--- src/rtl/hazard_pkg.sv ---
// Shared types and constants for the ID-stage hazard/stall controller:
// FSM encoding, the $0 register address and the enable/flush/bubble patterns.
package hazard_pkg;

    typedef enum logic {
        RUN   = 1'b0,
        STALL = 1'b1
    } state_t;

    localparam int         ADDR_W_DEF = 5;
    localparam logic [4:0] REG_ZERO   = 5'd0;

    typedef struct packed {
        logic pc_write;
        logic if_id_write;
        logic flush;
        logic bubble;
    } ctrl_t;

    localparam ctrl_t PAT_RUN   = '{pc_write: 1'b1, if_id_write: 1'b1, flush: 1'b0, bubble: 1'b0};
    localparam ctrl_t PAT_STALL = '{pc_write: 1'b0, if_id_write: 1'b0, flush: 1'b0, bubble: 1'b1};
    localparam ctrl_t PAT_FLUSH = '{pc_write: 1'b1, if_id_write: 1'b1, flush: 1'b1, bubble: 0};
    localparam ctrl_t PAT_RESET = '{pc_write: 1'b0, if_id_write: 1'b0, flush: 1'b1, bubble: 1'b1};

endpackage

--- src/rtl/hazard_reg_match.sv ---
// Register-address comparator: true when both addresses are equal and not $0,
// since writes to $0 are discarded and can never create a dependency.
module hazard_reg_match
    import hazard_pkg::*;
#(
    parameter int ADDR_W = ADDR_W_DEF
) (
    input  logic [ADDR_W-1:0] a,
    input  logic [ADDR_W-1:0] b,
    output logic              match
);

    assign match = (a == b) && (a != ADDR_W'(REG_ZERO));

endmodule

--- src/rtl/hazard_stall_unit.sv ---
// Load-use / branch hazard detection with a RUN/STALL FSM for load->branch stalls.
// Optional saturating stall/flush performance counters under HAZARD_PERF_CNT_EN.
module hazard_stall_unit
    import hazard_pkg::*;
#(
    parameter int ADDR_W             = ADDR_W_DEF,
    parameter int LOAD_BRANCH_STALLS = 2,
    parameter int CNT_W              = 32
) (
    input  logic              clk,
    input  logic              reset_in,
    input  logic              ID_EX_MemRead_in,
    input  logic              ID_EX_RegWrite_in,
    input  logic [ADDR_W-1:0] ID_EX_Rt_in,
    input  logic [ADDR_W-1:0] ID_EX_Rd_in,
    input  logic [ADDR_W-1:0] IF_ID_Rs_in,
    input  logic [ADDR_W-1:0] IF_ID_Rt_in,
    input  logic              IF_ID_UsesRt_in,
    input  logic              IF_ID_Branch_in,
    input  logic              Branch_taken_in,
    output logic              PC_Write_out,
    output logic              IF_ID_Write_out,
    output logic              IF_ID_Flush_out,
    output logic              Ctrl_Bubble_out,
    output logic              Stall_State_out,
    output logic [CNT_W-1:0]  Stall_Cycles_out,
    output logic [CNT_W-1:0]  Flush_Count_out
);

    logic   ld_rs, ld_rt, alu_rs, alu_rt;
    logic   lu, br_alu, br_ld, haz;
    state_t state;
    logic [1:0] cnt;
    ctrl_t  pat;

    hazard_reg_match #(.ADDR_W(ADDR_W)) u_ld_rs  (.a(ID_EX_Rt_in), .b(IF_ID_Rs_in), .match(ld_rs));
    hazard_reg_match #(.ADDR_W(ADDR_W)) u_ld_rt  (.a(ID_EX_Rt_in), .b(IF_ID_Rt_in), .match(ld_rt));
    hazard_reg_match #(.ADDR_W(ADDR_W)) u_alu_rs (.a(ID_EX_Rd_in), .b(IF_ID_Rs_in), .match(alu_rs));
    hazard_reg_match #(.ADDR_W(ADDR_W)) u_alu_rt (.a(ID_EX_Rd_in), .b(IF_ID_Rt_in), .match(alu_rt));

    assign lu     = ID_EX_MemRead_in && (ld_rs || (IF_ID_UsesRt_in && ld_rt));
    assign br_alu = IF_ID_Branch_in && ID_EX_RegWrite_in && !ID_EX_MemRead_in && (alu_rs || alu_rt);
    assign br_ld  = lu && IF_ID_Branch_in;
    assign haz    = lu || br_alu;

    // Stall wins over flush; in STALL the branch operands are not valid yet.
    always_comb begin
        pat = PAT_RUN;
        if (reset_in)
            pat = PAT_RESET;
        else if ((state == STALL) || haz)
            pat = PAT_STALL;
        else if (Branch_taken_in)
            pat = PAT_FLUSH;
    end

    assign PC_Write_out    = pat.pc_write;
    assign IF_ID_Write_out = pat.if_id_write;
    assign IF_ID_Flush_out = pat.flush;
    assign Ctrl_Bubble_out = pat.bubble;
    assign Stall_State_out = (state == STALL);

    always_ff @(posedge clk or posedge reset_in) begin
        if (reset_in) begin
            state <= RUN;
            cnt   <= 2'd0;
        end else begin
            case (state)
                RUN: begin
                    if (br_ld && (LOAD_BRANCH_STALLS > 1)) begin
                        state <= STALL;
                        cnt   <= 2'(LOAD_BRANCH_STALLS - 1);
                    end
                end
                STALL: begin
                    if (cnt <= 2'd1) begin
                        state <= RUN;
                        cnt   <= 2'd0;
                    end else begin
                        cnt <= cnt - 2'd1;
                    end
                end
                default: begin
                    state <= RUN;
                    cnt   <= 2'd0;
                end
            endcase
        end
    end

`ifdef HAZARD_PERF_CNT_EN
    logic [CNT_W-1:0] stall_cycles, flush_count;

    always_ff @(posedge clk or posedge reset_in) begin
        if (reset_in) begin
            stall_cycles <= '0;
            flush_count  <= '0;
        end else begin
            if (!pat.pc_write && (stall_cycles != '1))
                stall_cycles <= stall_cycles + 1'b1;
            if (pat.flush && (flush_count != '1))
                flush_count <= flush_count + 1'b1;
        end
    end

    assign Stall_Cycles_out = stall_cycles;
    assign Flush_Count_out  = flush_count;
`else
    assign Stall_Cycles_out = '0;
    assign Flush_Count_out  = '0;
`endif

endmodule

--- config.mk ---
export PLATFORM = sky130hd
export DESIGN_NAME = hazard_stall_unit
export DESIGN_NICKNAME = d
export VERILOG_FILES = /design/src/rtl/hazard_pkg.sv /design/src/rtl/hazard_reg_match.sv /design/src/rtl/hazard_stall_unit.sv
export SDC_FILE = /design/constraint.sdc
export NUM_CORES = 1
export LEC_CHECK = 0
export CORE_ASPECT_RATIO = 1.2
export CORE_MARGIN = 2
export CORE_UTILIZATION = 40
export CTS_BUF_LIST = sky130_fd_sc_hd__clkbuf_4 sky130_fd_sc_hd__clkbuf_8
export CTS_CLUSTER_SIZE = 8
export DETAILED_ROUTE_END_ITERATION = 16
export DONT_BUFFER_PORTS = 1
export GPL_ROUTABILITY_DRIVEN = 0
export HOLD_SLACK_MARGIN = 0.08
export SLEW_MARGIN = 30
export SYNTH_ARGS = -nofsm -noshare
export SYNTH_HDL_FRONTEND = slang
export SYNTH_SLANG_ARGS = --single-unit
--- constraint.sdc ---
create_clock -name clk -period 1.9 [get_ports clk]
set_clock_uncertainty 0.15 [all_clocks]
set_input_delay 0.38 -clock clk [delete_from_list [all_inputs] [get_ports clk]]
set_output_delay 0.38 -clock clk [all_outputs]
set_load 0.005 [all_outputs]
Word level (Yosys, flattened, before mapping)
Index checks and enable logic that the tools add are counted.
Widths: inputs -> output; s select.
{ "classes": {"add_sub_neg": 1, "magnitude_cmp": 1, "eq_ne": 5, "n_mux": 9, "bitwise_logic": 1, "n_reduce_logical": 17} }
{ "op_table": {"columns": ["cell", "n"], "rows": [
  ["$eq 5x5->1", 4],
  ["$logic_and 1x1->1", 10],
  ["$reduce_bool 5->1", 2],
  ["$mux 4", 2],
  ["$mux 2", 3],
  ["$logic_or 1x1->1", 4],
  ["$pmux 2 s2", 1],
  ["$le 2x1->1 const B", 1],
  ["$mux 1", 2],
  ["$ne 2x2->1 const B", 1],
  ["$pmux 1 s2", 1],
  ["$sub 2x1->2 const B", 1],
  ["$logic_not 1->1", 1],
  ["$not 1->1", 1]
]} }
{ "totals": {"reg_bits": 3, "input_bits": 27, "wordCells": 36} }

Depth between registers and ports, before layout
{ "logic_depth": {"depth_word": 9, "mapped_depth": 6} }

Cells and area by module
A second synthesis with hierarchy kept.
{ "hier_totals": {"hier_cells": 121, "area_unflattened_um2": 945.9} }
{ "modules_own_cells": {"columns": ["mod", "instances", "cells_each", "area_each_um2", "seq_area_each_um2"], "rows": [
  ["hazard_stall_unit", 1, 85, 665.6, 75.1],
  ["hazard_reg_match", 4, 9, 70.1, 0.0]
]} }

Worst setup path after synthesis
Ideal clock, no wire load.
{ "synth_timing": {"kind": "input to output", "start": "input port ID_EX_Rt_in[3]", "end": "output port PC_Write_out", "t_arrival_ns": 1.617, "setup_slack_ns": -0.247, "path_stages": 5, "n_path_buf": 1, "path_cell_list": "or4_4 > o21ai_2 > a21oi_2 > nor4_1 > buf_4"} }
{ "synth_via": {"elab_chain_len": 9, "word_cells_on_any_way": 12} }
{ "synth_lines": {"columns": ["item", "line_no", "source"], "rows": [
  ["start: declaration", "hazard_stall_unit.sv:14", "input logic [ADDR_W-1:0] ID_EX_Rt_in,"],
  ["$eq 5x5->1 / $reduce_bool 5->1 (equally long branches)", "hazard_reg_match.sv:13", "assign match = (a == b) && (a != ADDR_W'(REG_ZERO));"],
  ["$logic_and 1x1->1", "hazard_reg_match.sv:13", null],
  ["$logic_and 1x1->1", "hazard_stall_unit.sv:41", "assign lu = ID_EX_MemRead_in && (ld_rs || (IF_ID_UsesRt_in && ld_rt));"],
  ["$logic_or 1x1->1 (*)", "hazard_stall_unit.sv:41", null],
  ["$logic_and 1x1->1 (*)", "hazard_stall_unit.sv:41", null],
  ["$logic_or 1x1->1 (*)", "hazard_stall_unit.sv:44", "assign haz = lu || br_alu;"],
  ["$logic_or 1x1->1 (*)", "hazard_stall_unit.sv:51", "else if ((state == STALL) || haz)"],
  ["$mux 4 (*)", "hazard_stall_unit.sv:51", null],
  ["$mux 4 (*)", "hazard_stall_unit.sv:49", "if (reset_in)"],
  ["end: declaration", "hazard_stall_unit.sv:21", "output logic PC_Write_out,"]
]} }
Every way passes the cells marked *; elsewhere a longest branch is shown, timed or not.

Final worst setup path
{ "layout_timing": {"start": "input port ID_EX_Rt_in[3]", "end": "output port Ctrl_Bubble_out"} }
{ "layout_via": {"elab_chain_len": 9, "word_cells_on_any_way": 12} }
{ "layout_lines": {"columns": ["item", "line_no", "source"], "rows": [
  ["$eq 5x5->1 / $reduce_bool 5->1 (equally long branches)", "hazard_reg_match.sv:13", null],
  ["$logic_and 1x1->1", "hazard_reg_match.sv:13", null],
  ["$logic_and 1x1->1", "hazard_stall_unit.sv:41", null],
  ["$logic_or 1x1->1 (*)", "hazard_stall_unit.sv:41", null],
  ["$logic_and 1x1->1 (*)", "hazard_stall_unit.sv:41", null],
  ["$logic_or 1x1->1 (*)", "hazard_stall_unit.sv:44", null],
  ["$logic_or 1x1->1 (*)", "hazard_stall_unit.sv:51", null],
  ["$mux 4 (*)", "hazard_stall_unit.sv:51", null],
  ["$mux 4 (*)", "hazard_stall_unit.sv:49", null],
  ["end: declaration", "hazard_stall_unit.sv:24", "output logic Ctrl_Bubble_out,"]
]} }
Marks and branches as above.

==> out/results.tsv <==
metric	value	unit
initial antenna violation count	0	
Crit path largest cell delay	0.51	ns
IO buf count	0	
DRC	0	
Clock Tree Buf Depth	2	
Max Fanout on Critical Path	5	
Placed Instances	150	
Ports	96	
grt total ovfl	0	
DR vias	583	
drt total wl	1570	um
Final min period	2.15	ns
post-synthesis mux area share	0	
Synthesis Warnings	0	
WP data required	1.37	ns
Mapped Cells	118	
hold_ws	0.313	ns
CTS tree	built	
f_max	464	MHz
antenna viol nets, final	0	
Rows	19	
Num Clock Sinks	3	
nets	153	
share of layout cells above drive strength 1	0.144	
Netlist cell types	22	
design area	812	sq um
pre-CTS setup slack	-0.262	ns
first-pass GRT wire length	1990	um
critical path's most frequent cell	or4_4	
Area Growth Syn to Fin	-11.6	%
Floorplan Core Area	2230	sq um
most frequent cells after synthesis	65 x buf_4, 13 x xor2_1, 7 x xnor2_1	
Pwr per Cell Area	434	nW/um^2
simple-gate area share of the yosys netlist	0.109	
max-cap violations	0	
Worst Hold Class	in -> reg	
Avg WL per Cell	10.0	um
Starting Density	0.411	
Area contributors post-synth	buf_4 53%, xor2_1 12%, dfrtp_1 8.2%	
Critical Path Sink Type	output pin	
Synth Area in XOR/XNOR	0.191	
Max IR drop VDD	0.000143	V
fin worst setup slack	-0.255	ns
H-tree depth	1	
outcome	finished, violations left	
mapped cell area	918	sq um
clock root buffer	clkbuf_4	
DIE AREA	2700	sq um
multi-input gate area in the final layout	617	sq um
prevailing post-synth register cell	dfrtp_1	
startpoint type of the worst setup path	primary input	
Chip Height	56.5	um
fraction of the mapped netlist area in adder cells	0	
crit path DAT	1.62	ns
Worst-Skew Late Latency	0.23	ns
First-pass DRT Iterations	4	
failing checks	negative setup slack	
Tot GR Track Use	0.106	
vias in the first global route	453	
# fillers	245	
leakage	0.417	nW
Final Cycle Share	1.13	
Buf/Inv on CP	0	
RSZ-0062 raised after global routing	yes	
flops & latches, synth	3	
# setup viols final	4	
Ant. Diodes	0	
critical path class	in -> out	
top cell type's share of synthesized area	0.531	
asr flop ratio synth	1.00	
fin cells	156	
CTS Buf Count	3	
largest net degree at the start of global routing	9	
Seq/Total Area, Yosys	0.0817	
Cell Chain, Critical Path	or4_4 -> o21ai_2 -> a21oi_4 -> or4_4	
via density per instance	3.74	
Storage cell area	75.1	sq um
Area after DPL	734	sq um
final hold vios	0	
clock slew at reported path FFs	0.04	ns
Crit-path slowest cell	or4_4	
most frequent cell after synthesis	buf_4	
Horiz. Die Dim	47.7	um
area leader, netlist	buf_4	
Compound-Gate Fraction of Synth Area	0.0708	
main combinational cell family by area after synthesis	buffers and inverters	
CP top delay family	simple AND/OR/NAND/NOR gates	
detailed placer's ending HPWL	1370	um
Slew Limit Fails	0	
Post-Syn Area per Cell	7.78	sq um
Post-synth EDFFs	0	
Iteration-0 DRC Markers	6	
==> kinds of logic after synthesis <==
logic type             after synthesis
AND/OR/NAND/NOR                     17
XOR/XNOR                            20
buffers and inverters               68
flip-flops                           3
other                                1
AO/OA/AOI/OAI                        9
==> repair_timing <==
action	4_1_cts	5_1_grt
setup buffers	0	1
setup endpoints to repair	4	4
gates cloned	0	0
hold endpoints to repair	3	0
gates resized for setup	3	4
hold buffers	1	0
==> routing by layer <==
| metal | share of wire | track usage | up-vias |
|---|---|---|---|
| met4 | 0.0070 | 0.0695 | 0 |
| met2 | 0.53 | 0.170 | 51 |
| met3 | 0.16 | 0.0354 | 2 |
| met1 | 0.29 | 0.111 | 264 |
| li1 | - | - | 266 |
| met5 | 0 | 0 | - |
==> state kept, by name, summed over array words and instances, names as in the netlist <==
register / cells
cnt: 2
Stall_State_out: 1
==> per-stage QoR <==
stage | util | TNS, ns | power, mW
after floorplan | - | -0.444 | 0.294
after global placement | 0.329 | -0.785 | 0.208
after detailed placement | 0.329 | -0.869 | 0.214
after CTS | 0.350 | -0.798 | 0.352
after global routing | 0.363 | -0.927 | 0.385
final | 0.363 | -0.766 | 0.353
==> path summary, 6_finish.rpt <==
| check | from | endpoint | slack (ns) | cells past startpoint |
|---|---|---|---|---|
| setup / recovery | ID_EX_Rt_in[3] | Ctrl_Bubble_out | -0.25 | 4 |
| hold / removal | IF_ID_Branch_in | cnt[1]$_DFFE_PP0P_ | 0.31 | 2 |
| setup reg to reg | Stall_State_out$_DFF_PP0_ | cnt[0]$_DFFE_PP0P_ | 0.65 | 2 |
| hold reg to reg | cnt[1]$_DFFE_PP0P_ | Stall_State_out$_DFF_PP0_ | 0.37 | 1 |
| max in group asynchronous | reset_in | cnt[0]$_DFFE_PP0P_ | 1.12 | 2 |
| min in group asynchronous | reset_in | cnt[1]$_DFFE_PP0P_ | 0.32 | 2 |
==> cells in the final DEF (no fill, tap or decap), drive strengths merged <==
master	Yosys	routed
conb	1	64
xor2	13	13
xnor2	7	7
clkbuf	0	4
buf	65	4
nand3	4	4
dfrtp	3	3
nor3	3	3
or4	3	3
inv	3	3
o21ai	3	3
a21oi	3	3
nand2	2	2
nor2	2	2
nor4	2	2
nor2b	1	1
o41ai	1	1
a22o	1	1
a221o	1	1
dlygate4sd3	0	1
==> worst register-to-register path, stage by stage, from the launching register on <==
cell and delay [ns]:
dfrtp_1 0.50, nor2b_1 0.14, a221o_1 0.34
==> layout make-up <==
| class | instances | share of cell area |
|---|---|---|
| Clock buffer | 4 | 0.0370 |
| Inverter | 3 | 0.0139 |
| Multi-Input combinational cell | 110 | 0.760 |
| Sequential cell | 3 | 0.0924 |
| Tap cell | 31 | 0.0478 |
| Timing Repair Buffer | 5 | 0.0493 |
==> where the power goes <==
group	internal, mW	switching [mW]
logic	0.0561	0.0662
clock network	0.0930	0.0343
registers	0.0858	0.0175
total	0.235	0.118
Power figures use the tool's default switching activity.
